[config.mk]
export PLATFORM = sky130hd
export DESIGN_NAME = alu_vector_capture
export DESIGN_NICKNAME = d
export VERILOG_FILES = /design/src/rtl/alu_vector_capture.sv
export SDC_FILE = /design/constraint.sdc
export NUM_CORES = 1
export LEC_CHECK = 0
export ABC_AREA = 1
export BUFFER_PORTS_ARGS = -buffer_cell sky130_fd_sc_hd__buf_4
export CAP_MARGIN = 20
export CORE_UTILIZATION = 45
export DETAILED_ROUTE_END_ITERATION = 12
export PLACE_DENSITY_LB_ADDON = 0.15
export SLEW_MARGIN = 0
export SYNTH_ARGS = -nofsm -noshare
export SYNTH_HDL_FRONTEND = slang
export SYNTH_SLANG_ARGS = --single-unit
[constraint.sdc]
create_clock -name clk -period 2.25 [get_ports clk]
set_input_delay 0.3375 -clock clk [delete_from_list [all_inputs] [get_ports clk]]
set_output_delay 0.3375 -clock clk [all_outputs]
set_load 0.1 [all_outputs]
[src/rtl/alu_vector_capture.sv]
// Capture buffer for ALU test vectors: records {srca, srcb, alucontrol, aluout, zero}
// words while capturing, then streams them out in capture order over valid/ready.
module alu_vector_capture #(
    parameter int WIDTH = 4,
    parameter int DEPTH = 16
) (
    input  logic                       clk,
    input  logic                       reset,
    input  logic                       start,
    input  logic                       stop,
    input  logic                       cap_valid,
    input  logic [WIDTH-1:0]           srca,
    input  logic [WIDTH-1:0]           srcb,
    input  logic [2:0]                 alucontrol,
    input  logic [WIDTH-1:0]           aluout,
    input  logic                       zero,
    input  logic                       rd_ready,
    output logic                       rd_valid,
    output logic [3*WIDTH+3:0]         rd_data,
    output logic                       rd_last,
    output logic [$clog2(DEPTH+1)-1:0] count,
    output logic                       capturing,
    output logic                       full,
    output logic                       overflow,
    output logic                       done
);

    localparam int DW = 3*WIDTH + 4;
    localparam int CW = $clog2(DEPTH+1);
    localparam int PW = $clog2(DEPTH);

    typedef enum logic [1:0] {IDLE, CAPTURE, DRAIN} state_t;

    state_t          state_q, state_d;
    logic [CW-1:0]   count_q, count_d;
    logic [PW-1:0]   rd_ptr_q, rd_ptr_d;
    logic            overflow_q, overflow_d;
    logic            done_q, done_d;
    logic            wr_en;
    logic [PW-1:0]   wr_addr;
    logic [DW-1:0]   wr_word;
    logic [DW-1:0]   mem [DEPTH];

    assign wr_word = {srca, srcb, alucontrol, aluout, zero};

    // NOTE: combinational next-state logic uses blocking assignments and gives every
    // output a default first, so no path leaves a variable unassigned (no latch).
    always_comb begin
        state_d    = state_q;
        count_d    = count_q;
        rd_ptr_d   = rd_ptr_q;
        overflow_d = overflow_q;
        done_d     = 1'b0;
        wr_en      = 1'b0;
        wr_addr    = count_q[PW-1:0];
        unique case (state_q)
            IDLE: begin
                if (start) begin
                    state_d    = CAPTURE;
                    count_d    = '0;
                    overflow_d = 1'b0;
                    rd_ptr_d   = '0;
                end
            end
            CAPTURE: begin
                if (start) begin
                    count_d    = '0;
                    overflow_d = 1'b0;
                    rd_ptr_d   = '0;
                end
                // The write is evaluated against the post-restart count so a
                // start+cap_valid cycle lands in mem[0].
                if (cap_valid) begin
                    if (count_d < CW'(DEPTH)) begin
                        wr_en   = 1'b1;
                        wr_addr = count_d[PW-1:0];
                        count_d = count_d + CW'(1);
                    end else begin
                        overflow_d = 1'b1;
                    end
                end
                if (!start && stop) begin
                    rd_ptr_d = '0;
                    if (count_d == '0) begin
                        state_d = IDLE;
                        done_d  = 1'b1;
                    end else begin
                        state_d = DRAIN;
                    end
                end
            end
            DRAIN: begin
                if (start) begin
                    state_d    = CAPTURE;
                    count_d    = '0;
                    overflow_d = 1'b0;
                    rd_ptr_d   = '0;
                end else if (rd_ready) begin
                    if (rd_last) begin
                        state_d  = IDLE;
                        done_d   = 1'b1;
                        rd_ptr_d = '0;
                    end else begin
                        rd_ptr_d = rd_ptr_q + PW'(1);
                    end
                end
            end
            default: state_d = IDLE;
        endcase
    end

    // NOTE: sequential state uses non-blocking assignments only.
    always_ff @(posedge clk) begin
        if (reset) begin
            state_q    <= IDLE;
            count_q    <= '0;
            rd_ptr_q   <= '0;
            overflow_q <= 1'b0;
            done_q     <= 1'b0;
        end else begin
            state_q    <= state_d;
            count_q    <= count_d;
            rd_ptr_q   <= rd_ptr_d;
            overflow_q <= overflow_d;
            done_q     <= done_d;
        end
    end

    // NOTE: the storage array has no reset; count alone decides which entries are live.
    always_ff @(posedge clk) begin
        if (wr_en && !reset) begin
            mem[wr_addr] <= wr_word;
        end
    end

    assign rd_valid  = (state_q == DRAIN);
    assign rd_last   = rd_valid && (CW'(rd_ptr_q) == count_q - CW'(1));
    assign rd_data   = rd_valid ? mem[rd_ptr_q] : '0;
    assign count     = count_q;
    assign capturing = (state_q == CAPTURE);
    assign full      = (count_q == CW'(DEPTH));
    assign overflow  = overflow_q;
    assign done      = done_q;

endmodule

==> results.txt, run 1 <==
----------------------------------------------------
[Outcome]
  Run status ... finished with violations
  Failing checks ... negative setup slack

[Synthesis]
  Register bit count reported by yosys ... approximately 270
  Proportion of synthesized chip area in sequential cells ... 0.710
  Gate count after technology mapping ... 930
  Synth Warn # ... 0
  Commonest register cell after synthesis ... sky130_fd_sc_hd__edfxtp_1
  Mean instance size in the synthesized netlist ... 12.2 um^2
  Share of flip-flops with an asynchronous set or reset ... 0
  Area of the mapped netlist ... between 10000 and 15000 um^2
  Post-Synthesis Net Count ... 960
  Number of enable-type register cells in the synthesized netlist ... about 260
  Number of distinct library cell variants in the gate-level netlist after synthesis ... 32

[Layout]
  Nets@finish ... 1057
  Antenna cell count ... 0
  Multi-input combinational cell area ... 3260 um^2
  Fillcell total ... about 1.9k
  Area of all sequential standard cells ... roughly 8000 um^2
  Area added between synthesis and finish ... 28.8%
  Fraction of final layout cells with drive strength greater than 1 ... 0.246
  Final std cells w/o fill ... ~1.4k

[Detailed routing]
  DRC errors left ... 0
  Antenna-violating nets left ... 0
  Total wire length ... ~32000 um
  Drt first-iter violations ... 763
  Routed length per instance ... 23.4 um
  Pre-Repair DR Iteration Count ... 5
  Routed vias ... around 8.0k
  Via-per-instance ratio ... 5.83

[Floorplanning]
  Initial core utilization ... 0.462
  Placeable core region ... 24500 um^2
  Total Die Area ... 25800 um^2
  Die height ... 160 um
  I/O pins ... 49
  Count of standard-cell rows ... 57
  Die extent in x ... between 150 and 200 um

[Timing]
  Final period demand of the worst path ... about 2.6 ns
  Final worst path period share ... 1.14
  Pin slew with the least headroom to its limit ... 0.401 ns
  Maximum operating frequency ... between 0.3 and 0.4 GHz
  Total count of max-transition violations in the final report ... 0
  Final-report setup violation count ... 17
  Worst max-slew margin expressed relative to the limit ... 0.730
  Final number of hold-violating endpoints ... 0
  Setup repair after global routing missed its margin ... true
  Final-layout worst hold slack ... between 0.04 and 0.05 ns
  Aggregate negative setup slack ... -4.36 ns
  Worst-case setup margin in the final layout ... -0.313 ns
  Worst clock skew on the final layout ... 0.0130 ns

[Worst setup path]
  Crit path capture type ... output port
  Biggest fanout along the worst timing path ... 8
  Arrival time worst endpoint ... about 2.2 ns
  Startpoint kind of the worst setup timing path ... flop
  End of the critical path ... rd_data[15]
  Required @ worst endpoint ... 1.91 ns
  Worst R2R Path Depth ... 7
  Reg2reg start ... state_q[0]
  Category of the most critical setup path ... flop to output port
  Setup slack on the worst flop-to-flop path ... 0.22 ns

[Pwr]
  Power density over the cells ... between 900 and 1000 nW/um^2
  Power Total ... 13.3 mW
  Maximum ir drop on the vdd rail ... about 830 uV
  Static Leak ... between 4 and 5 nW

[CTS]
  CTS tree ... built
  Worst skew pair latency ... between 0.5 and 0.6 ns
  Clk buf depth ... 3
  TritonCTS Sinks ... 273
  Clock slew seen by the registers of the worst setup and hold paths ... approximately 0.06 ns
  Clock root buffer ... sky130_fd_sc_hd__clkbuf_16
  Hold-fix buffer count after cts ... 0
  H-tree Lvls ... 1
  Inserted Clock Buffers ... 28

[Place]
  Final Wtd Congestion ... approximately 0.85
  Port-buffer cells ... 48
  Half-perimeter wire length after placement ... 16500 um
  Cell total after placement ... 1291

[Worst hold path]
  Hold/Removal Path Class ... primary input to flop

[GRT]
  Sum of overflow across all layers after global routing ... 0
  Vias in the first global route ... between 7k and 8k
  Largest net degree at the start of global routing ... 41
  Antenna violations before repair ... 0
  Overall routing resource usage ... 0.239
  First-pass GRT wire length ... ~46000 um

[Run]
  Max-cap check violation count ... 0

----------------------------------------------------
-- where the power goes --
part	switching [mW]	total (mW)	internal [mW]
sequential	0.0760	5.71	5.63
clock	1.88	4.40	2.52
combinational	2.09	3.22	1.13
-- worst max-delay path: stages (launching register included) --
cell                        delay [ns]
sky130_fd_sc_hd__dfxtp_4          0.39
sky130_fd_sc_hd__buf_12           0.19
sky130_fd_sc_hd__clkinv_16        0.10
sky130_fd_sc_hd__buf_16           0.15
sky130_fd_sc_hd__o21ai_2          0.10
sky130_fd_sc_hd__o22ai_1          0.09
sky130_fd_sc_hd__o211ai_1         0.35
sky130_fd_sc_hd__a21oi_4          0.13
sky130_fd_sc_hd__buf_12           0.18
-- layout make-up --
cell class                      count  share of cell area
Tap cell                          324              0.0278
Timing Repair inverter              1             0.00112
Clock buffer                       36              0.0530
Timing Repair Buffer              121               0.123
Multi-Input combinational cell    568               0.224
Inverter                           34              0.0118
Clock inverter                     14             0.00653
Sequential cell                   273               0.553
-- layout by cell type (no fill, tap or decap), types with 9 or more instances in the layout --
master                        n
sky130_fd_sc_hd__edfxtp_1   256
sky130_fd_sc_hd__nor2_1     168
sky130_fd_sc_hd__o21ai_0     89
sky130_fd_sc_hd__buf_4       58
sky130_fd_sc_hd__nand2_1     53
sky130_fd_sc_hd__o211ai_1    47
sky130_fd_sc_hd__buf_12      41
sky130_fd_sc_hd__clkbuf_16   38
sky130_fd_sc_hd__o21ai_1     37
sky130_fd_sc_hd__nand3_1     32
sky130_fd_sc_hd__nor2_2      28
sky130_fd_sc_hd__inv_1       25
sky130_fd_sc_hd__a21oi_4     16
sky130_fd_sc_hd__o221ai_1    15
sky130_fd_sc_hd__o22ai_1     14
sky130_fd_sc_hd__a21oi_1     14
sky130_fd_sc_hd__o21ai_2     11
sky130_fd_sc_hd__dfxtp_1      9
sky130_fd_sc_hd__buf_16       9
-- state kept, by name, indices dropped and copies added (netlist names), named ones only --
signal,flops
state_q,2
rd_ptr_q,4
done,1
overflow,1
mem,256
count,5
-- cells by family (layout without fill, tap and decap cells) --
logic type,Yosys count,after routing,share of synthesized area
and+or+nand+nor,306,306,0.111
xor gates and xnor gates,3,3,0.00233
adders and majority gates,8,8,0.00886
AOI/OAI and AO/OA,251,251,0.131
DFF,273,273,0.710
buffers and inverters,89,206,0.0365
-- Yosys cell counts (8+ instances only) --
| master | number | share of area |
|---|---|---|
| sky130_fd_sc_hd__edfxtp_1 | 256 | 0.68 |
| sky130_fd_sc_hd__nor2_1 | 199 | 0.066 |
| sky130_fd_sc_hd__o21ai_0 | 131 | 0.058 |
| sky130_fd_sc_hd__nand2_1 | 54 | 0.018 |
| sky130_fd_sc_hd__o211ai_1 | 47 | 0.031 |
| sky130_fd_sc_hd__nand3_1 | 35 | 0.015 |
| sky130_fd_sc_hd__a21oi_1 | 30 | 0.013 |
| sky130_fd_sc_hd__inv_1 | 28 | 0.0093 |
| sky130_fd_sc_hd__clkbuf_1 | 26 | 0.0086 |
| sky130_fd_sc_hd__dfxtp_1 | 17 | 0.030 |
| sky130_fd_sc_hd__o221ai_1 | 17 | 0.013 |
| sky130_fd_sc_hd__o22ai_1 | 14 | 0.0077 |
| sky130_fd_sc_hd__buf_2 | 12 | 0.0053 |
| sky130_fd_sc_hd__buf_4 | 11 | 0.0073 |
| sky130_fd_sc_hd__ha_1 | 8 | 0.0089 |
-- per-layer routing --
| metal | wire length [um] | GRT usage | up-vias |
|---|---|---|---|
| li1 | - | - | 3632 |
| met1 | 13500 | 0.330 | 3984 |
| met2 | 15600 | 0.398 | 322 |
| met3 | 2110 | 0.0297 | 51 |
| met4 | 823 | 0.0693 | 0 |
| met5 | 0 | 0 | - |
-- timing repair --
item	4_1_cts	5_1_grt
endpoints found under the setup margin	17	17
setup buffers	11	1
gates cloned	6	12
gates resized for setup	83	64
pin swaps	22	39
-- how the worst min path moves through the flow --
stage,from,endpoint,cells after the start
finish,reset,count[4],2
global route,reset,count[4],2
CTS,reset,count[4],2
detailed placement,overflow,overflow,2
global placement,overflow,overflow,2
floorplan,zero,mem[0][0],0
-- per-stage QoR --
stage	area, um^2	setup WS, ns	util
floorplan	11600	-0.0255	-
global placement	12700	0.229	0.521
detailed placement	12700	0.196	0.521
CTS	14200	-0.289	0.579
global route	14600	-0.391	0.595
finish	14600	-0.313	0.595
Power figures use the tool's default switching activity.
==> run 2: changes to the inputs <==
--- a/config.mk
+++ b/config.mk
@@ -5,7 +5,7 @@
 export SDC_FILE = /design/constraint.sdc
 export NUM_CORES = 1
 export LEC_CHECK = 0
-export ABC_AREA = 1
+export ABC_AREA = 0
 export BUFFER_PORTS_ARGS = -buffer_cell sky130_fd_sc_hd__buf_4
 export CAP_MARGIN = 20
 export CORE_UTILIZATION = 45
==> run 2 against run 1 <==
Net effect:
- the run still ends with negative setup slack left
- critical path type unchanged
- clock-buffer cell count down 3
- largest cell class unchanged
- worst hold slack better by 0.037 ns
- highest routed layer unchanged
- design area shrank 6.4%
- worst setup slack got worse by 0.28 ns
- critical endpoint is now rd_data[8]
- cell count is 28% lower
- non-clock buffer count down 18
==> results.txt, run 2 <==
----------------------------------------------------
[Outcome]
  Run status ... finished with violations
  Failing checks ... negative setup slack

[Worst setup path]
  WP buf/inv ... 2 (-2)
  Biggest fanout along the worst timing path ... 19 (+11)
  Required @ worst endpoint ... 1.91 ns (about the same)
  List of cells traversed by the critical path ... buf_12, mux4_2, mux4_2, and2_4, buf_12
  Crit path capture type ... output port
  Maximum cell stage delay along the critical path ... 0.52 ns (+0.13 ns)
  Category of the most critical setup path ... flop to output port
  Cell class contributing the biggest share of worst-path delay ... multiplexers
  Arrival time worst endpoint ... 2.50 ns (+0.27 ns)
  Startpoint kind of the worst setup timing path ... flop
  Cell with the largest stage delay on the worst path ... sky130_fd_sc_hd__mux4_2

[Detailed routing]
  Antenna-violating nets left ... 0 (unchanged)
  Total wire length ... 23300 um (-27%)
  Pre-Repair DR Iteration Count ... 4 (-1)
  DRC errors left ... 0 (unchanged)
  Routed length per instance ... 23.5 um (+0.34%)
  Via-per-instance ratio ... 5.60 (-3.9%)
  Routed vias ... 5549 (-31%)
  Drt first-iter violations ... 409 (-46%)

[Synthesis]
  Most frequent cell after synthesis ... sky130_fd_sc_hd__edfxtp_1
  Register bit count reported by yosys ... 273 (unchanged)
  Area of the mapped netlist ... 11000 um^2 (-2.5%)
  Share of flip-flops with an asynchronous set or reset ... 0 (unchanged)
  Number of enable-type register cells in the synthesized netlist ... 256 (unchanged)
  Top cells by area in the synthesized netlist ... sky130_fd_sc_hd__edfxtp_1, sky130_fd_sc_hd__mux4_2, sky130_fd_sc_hd__dfxtp_1
  Number of distinct library cell variants in the gate-level netlist after synthesis ... 47 (+47%)
  Mean instance size in the synthesized netlist ... 20.1 um^2 (+65%)
  Proportion of synthesized chip area in sequential cells ... 0.728 (+0.0179)
  Area fraction of the dominant cell type after synthesis ... 0.697 (+0.0171)
  Dominant cell type by area after synthesis ... sky130_fd_sc_hd__edfxtp_1
  Synth Warn # ... 0 (unchanged)
  Commonest register cell after synthesis ... sky130_fd_sc_hd__edfxtp_1
  Post-Synthesis Net Count ... 579 (-40%)
  Gate count after technology mapping ... 549 (-41%)
  List of most frequent post-synthesis cells ... sky130_fd_sc_hd__edfxtp_1, sky130_fd_sc_hd__mux4_2, sky130_fd_sc_hd__nor2_1

[Timing]
  Maximum operating frequency ... 0.352 GHz (-9.8%)
  Final worst path period share ... 1.26 (+0.123)
  Total count of max-transition violations in the final report ... 0 (unchanged)
  Worst clock skew on the final layout ... 0.00684 ns (-0.00617 ns)
  Final-layout worst hold slack ... 0.0801 ns (+0.0370 ns)
  Pin slew with the least headroom to its limit ... 0.655 ns (+0.253 ns)
  Final-report setup violation count ... 17 (unchanged)
  Setup repair after global routing missed its margin ... true
  Worst max-slew margin expressed relative to the limit ... 0.563 (-0.167)
  Final period demand of the worst path ... 2.84 ns (+0.278 ns)
  Worst-case setup margin in the final layout ... -0.591 ns (-0.278 ns)
  Aggregate negative setup slack ... -9.36 ns (-5.01 ns)
  Final number of hold-violating endpoints ... 0 (unchanged)

[Layout]
  Nets@finish ... 682 (-35%)
  Fillcell total ... 1738 (-9.8%)
  Most frequent cells in the layout ... sky130_fd_sc_hd__edfxtp_1, sky130_fd_sc_hd__mux4_2, sky130_fd_sc_hd__buf_4
  Leading cell type in the layout, fill and taps excluded ... sky130_fd_sc_hd__edfxtp_1
  Flip-flop count of the largest register after layout ... 256 (unchanged)
  Antenna cell count ... 0 (unchanged)
  Area added between synthesis and finish ... 23.6%
  End-of-flow core utilization ... 0.574 (-0.0217)
  Top reg by flops ... mem
  Post-route cell area ... 13600 um^2 (-6.4%)
  Fraction of final layout cells with drive strength greater than 1 ... 0.424 (+0.178)

[GRT]
  First-pass GRT wire length ... 35600 um (-22%)
  Busiest layer in global routing ... met2
  Met3 Usage GRT ... 0.0240 (-0.00575)
  Sum of overflow across all layers after global routing ... 0 (unchanged)
  Antenna violations before repair ... 0 (unchanged)
  Routing usage on met2 ... 0.336 (-0.0622)
  Largest net degree at the start of global routing ... 39 (-4.9%)
  Vias in the first global route ... 5900 (-21%)
  Met1 demand-to-capacity share in global routing ... 0.276 (-0.0537)
  Overall routing resource usage ... 0.199 (-0.0406)

[Worst hold path]
  Hold/Removal Path Class ... primary input to flop

[CTS]
  Inserted Clock Buffers ... 27 (-3.6%)
  TritonCTS Sinks ... 273 (unchanged)
  Clock slew seen by the registers of the worst setup and hold paths ... 0.06 ns (about the same)
  Clk buf depth ... 3 (unchanged)
  H-tree Lvls ... 1 (unchanged)
  Clock root buffer ... sky130_fd_sc_hd__clkbuf_16
  Worst skew pair latency ... 0.52 ns (-0.02 ns)
  CTS tree ... built

[Floorplanning]
  Total Die Area ... 25100 um^2 (-2.4%)
  Initial core utilization ... 0.464 (+0.00211)
  Die extent in x ... 159 um (-1.2%)
  Die height ... 159 um (-1.2%)
  Count of standard-cell rows ... 56 (-1.8%)
  I/O pins ... 49 (unchanged)
  Placeable core region ... 23800 um^2 (-2.9%)

[Place]
  Half-perimeter wire length after placement ... 14200 um (-14%)
  Cell area after placement ... 12400 um^2 (-2.6%)
  Port-buffer cells ... 48 (unchanged)
  Final Wtd Congestion ... 0.786 (-7.4%)
  DP Worst Slack ... -0.113 ns (-0.309 ns)

[Pwr]
  Static Leak ... 4.31 nW (-12%)
  Maximum ir drop on the vdd rail ... 496 uV (-41%)
  Power density over the cells ... 815 nW/um^2 (-11%)

[Run]
  Max-cap check violation count ... 0 (unchanged)

----------------------------------------------------
[run 2: cell types whose count changed after synthesis, moves of 23 or more]
cell,change
sky130_fd_sc_hd__o211ai_1,-46
sky130_fd_sc_hd__mux4_2,+80
sky130_fd_sc_hd__nand2_1,-41
sky130_fd_sc_hd__nand3_1,-26
sky130_fd_sc_hd__o21ai_0,-125
sky130_fd_sc_hd__nor2_1,-167
sky130_fd_sc_hd__a21oi_1,-23
[run 2: cells by family (layout without fill, tap and decap cells)]
| group | after synthesis | in the layout | share of synthesized area |
|---|---|---|---|
| buffers and inverters | 38 | 161 | 0.0175 |
| AO/OA/AOI/OAI | 30 | 30 | 0.0203 |
| XOR/XNOR | 5 | 5 | 0.00397 |
| multiplexers | 83 | 83 | 0.166 |
| adder cells (fa/ha/maj) | 8 | 8 | 0.00908 |
| flip-flops | 273 | 273 | 0.728 |
| AND/OR/NAND/NOR | 112 | 112 | 0.0547 |
[run 2: final cells by class]
class                           instances  area (um^2)  area share
Clock buffer                           33          718      0.0527
Clock inverter                         16          168      0.0123
Inverter                                9         38.8     0.00285
Multi-Input combinational cell        238         3020       0.222
Sequential cell                       273         8040       0.590
Tap cell                              319          399      0.0293
Timing Repair Buffer                  103         1230      0.0906
[run 2: per-layer routing]
metal,wire length [um],share of wire
met1,10200,0.44
met2,11700,0.50
met3,934,0.040
met4,372,0.016
met5,0,0
[run 2: repair_timing]
item,CTS,global route
endpoints found under the setup margin,18,22
pin swaps,4,4
resized for setup,55,14
buffers inserted,4,0
hold endpoints to repair,0,0
hold buffers,0,0
[run 2: worst register-to-register path, delay by kind of cell (launching register included)]
kind            cells  cell delay (ns)
fa+ha+maj           1             0.16
flops               1             0.37
mux                 1             0.33
compound gates      4             0.99
buf+inv             2             0.22
[run 2: per-stage QoR]
stage                     instances  power, mW
after floorplan                 549       6.38
after global placement          938       6.64
after detailed placement        938       6.66
after CTS                       991       11.2
after global routing            991       11.5
final                           991       11.1
[run 2: worst paths after layout]
| path | start | endpoint | slack [ns] | cells after the start |
|---|---|---|---|---|
| hold reg to reg | overflow | overflow | 0.53 | 2 |
| setup / recovery | flop | rd_data[8] | -0.59 | 5 |
| setup reg to reg | count[1] | state_q[0] | 0.07 | 8 |
| hold / removal | reset | count[1] | 0.08 | 2 |
[run 2: report_power, final]
group	internal [mW]	switching [mW]
Combinational	0.399	0.644
Clock	2.62	1.83
Sequential	5.59	0.0280
Total	8.60	2.50
==> run 3: changes to the inputs <==
--- a/config.mk
+++ b/config.mk
@@ -6,11 +6,13 @@
 export NUM_CORES = 1
 export LEC_CHECK = 0
 export ABC_AREA = 0
+export ABC_CLOCK_PERIOD_IN_PS = 2250
 export BUFFER_PORTS_ARGS = -buffer_cell sky130_fd_sc_hd__buf_4
 export CAP_MARGIN = 20
 export CORE_UTILIZATION = 45
 export DETAILED_ROUTE_END_ITERATION = 12
 export PLACE_DENSITY_LB_ADDON = 0.15
+export SKIP_LAST_GASP = 1
 export SLEW_MARGIN = 0
 export SYNTH_ARGS = -nofsm -noshare
 export SYNTH_HDL_FRONTEND = slang
==> run 3 against run 2 <==
Net effect:
- combinational power is essentially flat
- largest power group unchanged
- critical path type unchanged
- highest routed layer unchanged
- register-to-register slack is essentially flat
- via count grew 0.50%
- design area grew 0.62%
- critical endpoint is now rd_data[0]
- critical path depth grew 1
- flip-flop and latch count is the same
- global-route usage shrank 0.055 points
- clock power is essentially flat
- the run still ends with negative setup slack left
- first-iteration DRC count grew 10%
- clock skew shrank 0.00067 ns
- worst hold slack lost 0.0034 ns
==> results.txt, run 3 (same netlist as run 2, synthesis figures left out) <==
----------------------------------------------------
[CTS]
  Worst skew pair latency ... 0.53 ns (about the same)
  Clk buf depth ... 3 (unchanged)
  Clock root buffer ... sky130_fd_sc_hd__clkbuf_16
  Inserted Clock Buffers ... 27 (unchanged)
  TritonCTS Sinks ... 273 (unchanged)
  Hold-fix buffer count after cts ... 0 (unchanged)
  H-tree Lvls ... 1 (unchanged)
  Clock slew seen by the registers of the worst setup and hold paths ... 0.06 ns (about the same)
  CTS tree ... built

[Detailed routing]
  Routed vias ... 5577 (+0.50%)
  Via-per-instance ratio ... 5.58 (-0.40%)
  Routed length per instance ... 23.6 um (+0.33%)
  Total wire length ... 23600 um (+1.2%)
  Pre-Repair DR Iteration Count ... 5 (+1)
  DRC errors left ... 0 (unchanged)
  Drt first-iter violations ... 451 (+10%)
  Antenna-violating nets left ... 0 (unchanged)

[Outcome]
  Run status ... finished with violations
  Failing checks ... negative setup slack

[Timing]
  Worst-case setup margin in the final layout ... -0.639 ns (-0.0476 ns)
  Setup repair after global routing missed its margin ... true
  Final-report setup violation count ... 17 (unchanged)
  Maximum operating frequency ... 0.346 GHz (-1.6%)
  Aggregate negative setup slack ... -9.95 ns (-0.583 ns)
  Worst max-slew margin expressed relative to the limit ... 0.496 (-0.0661)
  Final number of hold-violating endpoints ... 0 (unchanged)
  Final period demand of the worst path ... 2.89 ns (+0.0476 ns)
  Total count of max-transition violations in the final report ... 0 (unchanged)
  Worst clock skew on the final layout ... 0.00617 ns (-0.000666 ns)
  Pin slew with the least headroom to its limit ... 0.747 ns (+0.0927 ns)
  Final worst path period share ... 1.28 (+0.0212)

[Pwr]
  Internal Pwr Total ... 8.58 mW (-0.27%)
  Maximum ir drop on the vdd rail ... 496 uV (about the same)
  Power density over the cells ... 808 nW/um^2 (-0.85%)
  Relative contribution of sequential cells to total power ... 0.507 (about the same)
  Switching power summed over all nets ... 2.50 mW (-0.11%)
  Part of the total power dissipated in combinational logic ... 0.091 (-0.003)
  Static Leak ... 4.37 nW (+1.4%)
  Switching Fraction ... 0.225 (+0.000275)
  Clock power share ... 0.402 (+0.002)

[Worst setup path]
  Required @ worst endpoint ... 1.91 ns (about the same)
  Category of the most critical setup path ... flop to output port
  Crit path capture type ... output port
  Arrival time worst endpoint ... 2.55 ns (+0.05 ns)
  Cell with the largest stage delay on the worst path ... sky130_fd_sc_hd__mux4_2
  Cell class contributing the biggest share of worst-path delay ... multiplexers
  Startpoint kind of the worst setup timing path ... flop
  Biggest fanout along the worst timing path ... 6 (-13)
  WP buf/inv ... 3 (+1)
  Maximum cell stage delay along the critical path ... 0.50 ns (-0.02 ns)
  List of cells traversed by the critical path ... buf_12, clkbuf_16, mux4_2, mux4_2, and2_4, buf_12

[GRT]
  Busiest layer in global routing ... met2
  Met3 Usage GRT ... 0.0237 (-0.000272)
  Sum of overflow across all layers after global routing ... 0 (unchanged)
  Routing usage on met2 ... 0.335 (-0.00125)
  Met1 demand-to-capacity share in global routing ... 0.276 (-0.000377)
  First-pass GRT wire length ... 35500 um (-0.33%)
  Largest net degree at the start of global routing ... 39 (unchanged)
  Antenna violations before repair ... 0 (unchanged)
  Vias in the first global route ... 5859 (-0.69%)
  Overall routing resource usage ... 0.198 (-0.000548)

[Layout]
  Area added between synthesis and finish ... 24.3%
  Flip-flop count of the largest register after layout ... 256 (unchanged)
  Fraction of final layout cells with drive strength greater than 1 ... 0.429 (+0.00467)
  Nets@finish ... 691 (+1.3%)
  Most frequent cells in the layout ... sky130_fd_sc_hd__edfxtp_1, sky130_fd_sc_hd__mux4_2, sky130_fd_sc_hd__buf_4
  End-of-flow core utilization ... 0.577 (+0.00353)
  Leading cell type in the layout, fill and taps excluded ... sky130_fd_sc_hd__edfxtp_1
  Antenna cell count ... 0 (unchanged)
  Top reg by flops ... mem
  Final std cells w/o fill ... 1000 (+0.91%)
  Post-route cell area ... 13700 um^2 (+0.62%)

[Floorplanning]
  Initial core utilization ... 0.464 (unchanged)
  Die height ... 159 um (unchanged)
  Total Die Area ... 25100 um^2 (unchanged)
  I/O pins ... 49 (unchanged)
  Count of standard-cell rows ... 56 (unchanged)
  Die extent in x ... 159 um (unchanged)
  Placeable core region ... 23800 um^2 (unchanged)

[Place]
  Final Wtd Congestion ... 0.786 (unchanged)
  Cell area after placement ... 12400 um^2 (unchanged)
  Port-buffer cells ... 48 (unchanged)
  DP Worst Slack ... -0.113 ns (unchanged)
  Cell total after placement ... 938 (unchanged)
  Half-perimeter wire length after placement ... 14200 um (unchanged)

[Worst hold path]
  Hold/Removal Path Class ... primary input to flop

[Run]
  Max-cap check violation count ... 0 (unchanged)

----------------------------------------------------
[run 3: path summary, 6_finish.rpt]
| check | startpoint | endpoint | slack, ns | depth (start not counted) |
|---|---|---|---|---|
| worst max-delay path | flop | rd_data[0] | -0.64 | 6 |
| worst min-delay path | reset | count[1] | 0.08 | 2 |
| worst max register to register | count[1] | state_q[0] | 0.06 | 8 |
| worst min register to register | overflow | overflow | 0.53 | 2 |
[run 3: cell type report]
class	count	area, um^2
Clock buffer	33	718
Clock inverter	16	168
Fill cell	1731	10000
Inverter	9	38.8
Multi-Input combinational cell	238	3020
Sequential cell	273	8040
Tap cell	319	399
Timing Repair Buffer	112	1320
[run 3: metal layers]
layer / wire length [um] / part of all wire
met2: 11800 / 0.50
met4: 374 / 0.016
met1: 10400 / 0.44
met5: 0 / 0
met3: 1010 / 0.043
[run 3: worst reg2reg max path, cell delays in order (launching register included)]
cell and delay [ns]:
sky130_fd_sc_hd__dfxtp_4 0.37, sky130_fd_sc_hd__inv_4 0.04, sky130_fd_sc_hd__ha_4 0.16, sky130_fd_sc_hd__o21ba_4 0.20
sky130_fd_sc_hd__a221oi_4 0.30, sky130_fd_sc_hd__o2111ai_4 0.17, sky130_fd_sc_hd__buf_6 0.18, sky130_fd_sc_hd__a221oi_4 0.31
sky130_fd_sc_hd__mux2_1 0.35
[run 3: metrics by stage]
step / power, mW / hold WS (ns)
6_report: 11.1 / 0.0767
4_1_cts: 11.1 / 0.0526
5_1_grt: 11.4 / 0.0705
2_1_floorplan: 6.38 / 0.436
3_3_place_gp: 6.64 / 0.486
3_5_place_dp: 6.66 / 0.493
[run 3: power by group through the flow]
stage	registers [mW]	clock network [mW]	logic, mW
2_1_floorplan	5.75	0	0.636
3_3_place_gp	5.72	0	0.916
3_5_place_dp	5.73	0	0.933
4_1_cts	5.62	4.54	0.957
5_1_grt	5.62	4.74	1.08
6_report	5.62	4.45	1.01
[run 3: repair_timing]
item                       in CTS  in global routing
gates resized for setup         9                 42
cloned                          0                  5
setup buffers                   4                  4
pin swaps                       4                  4
setup endpoints to repair      18                 22
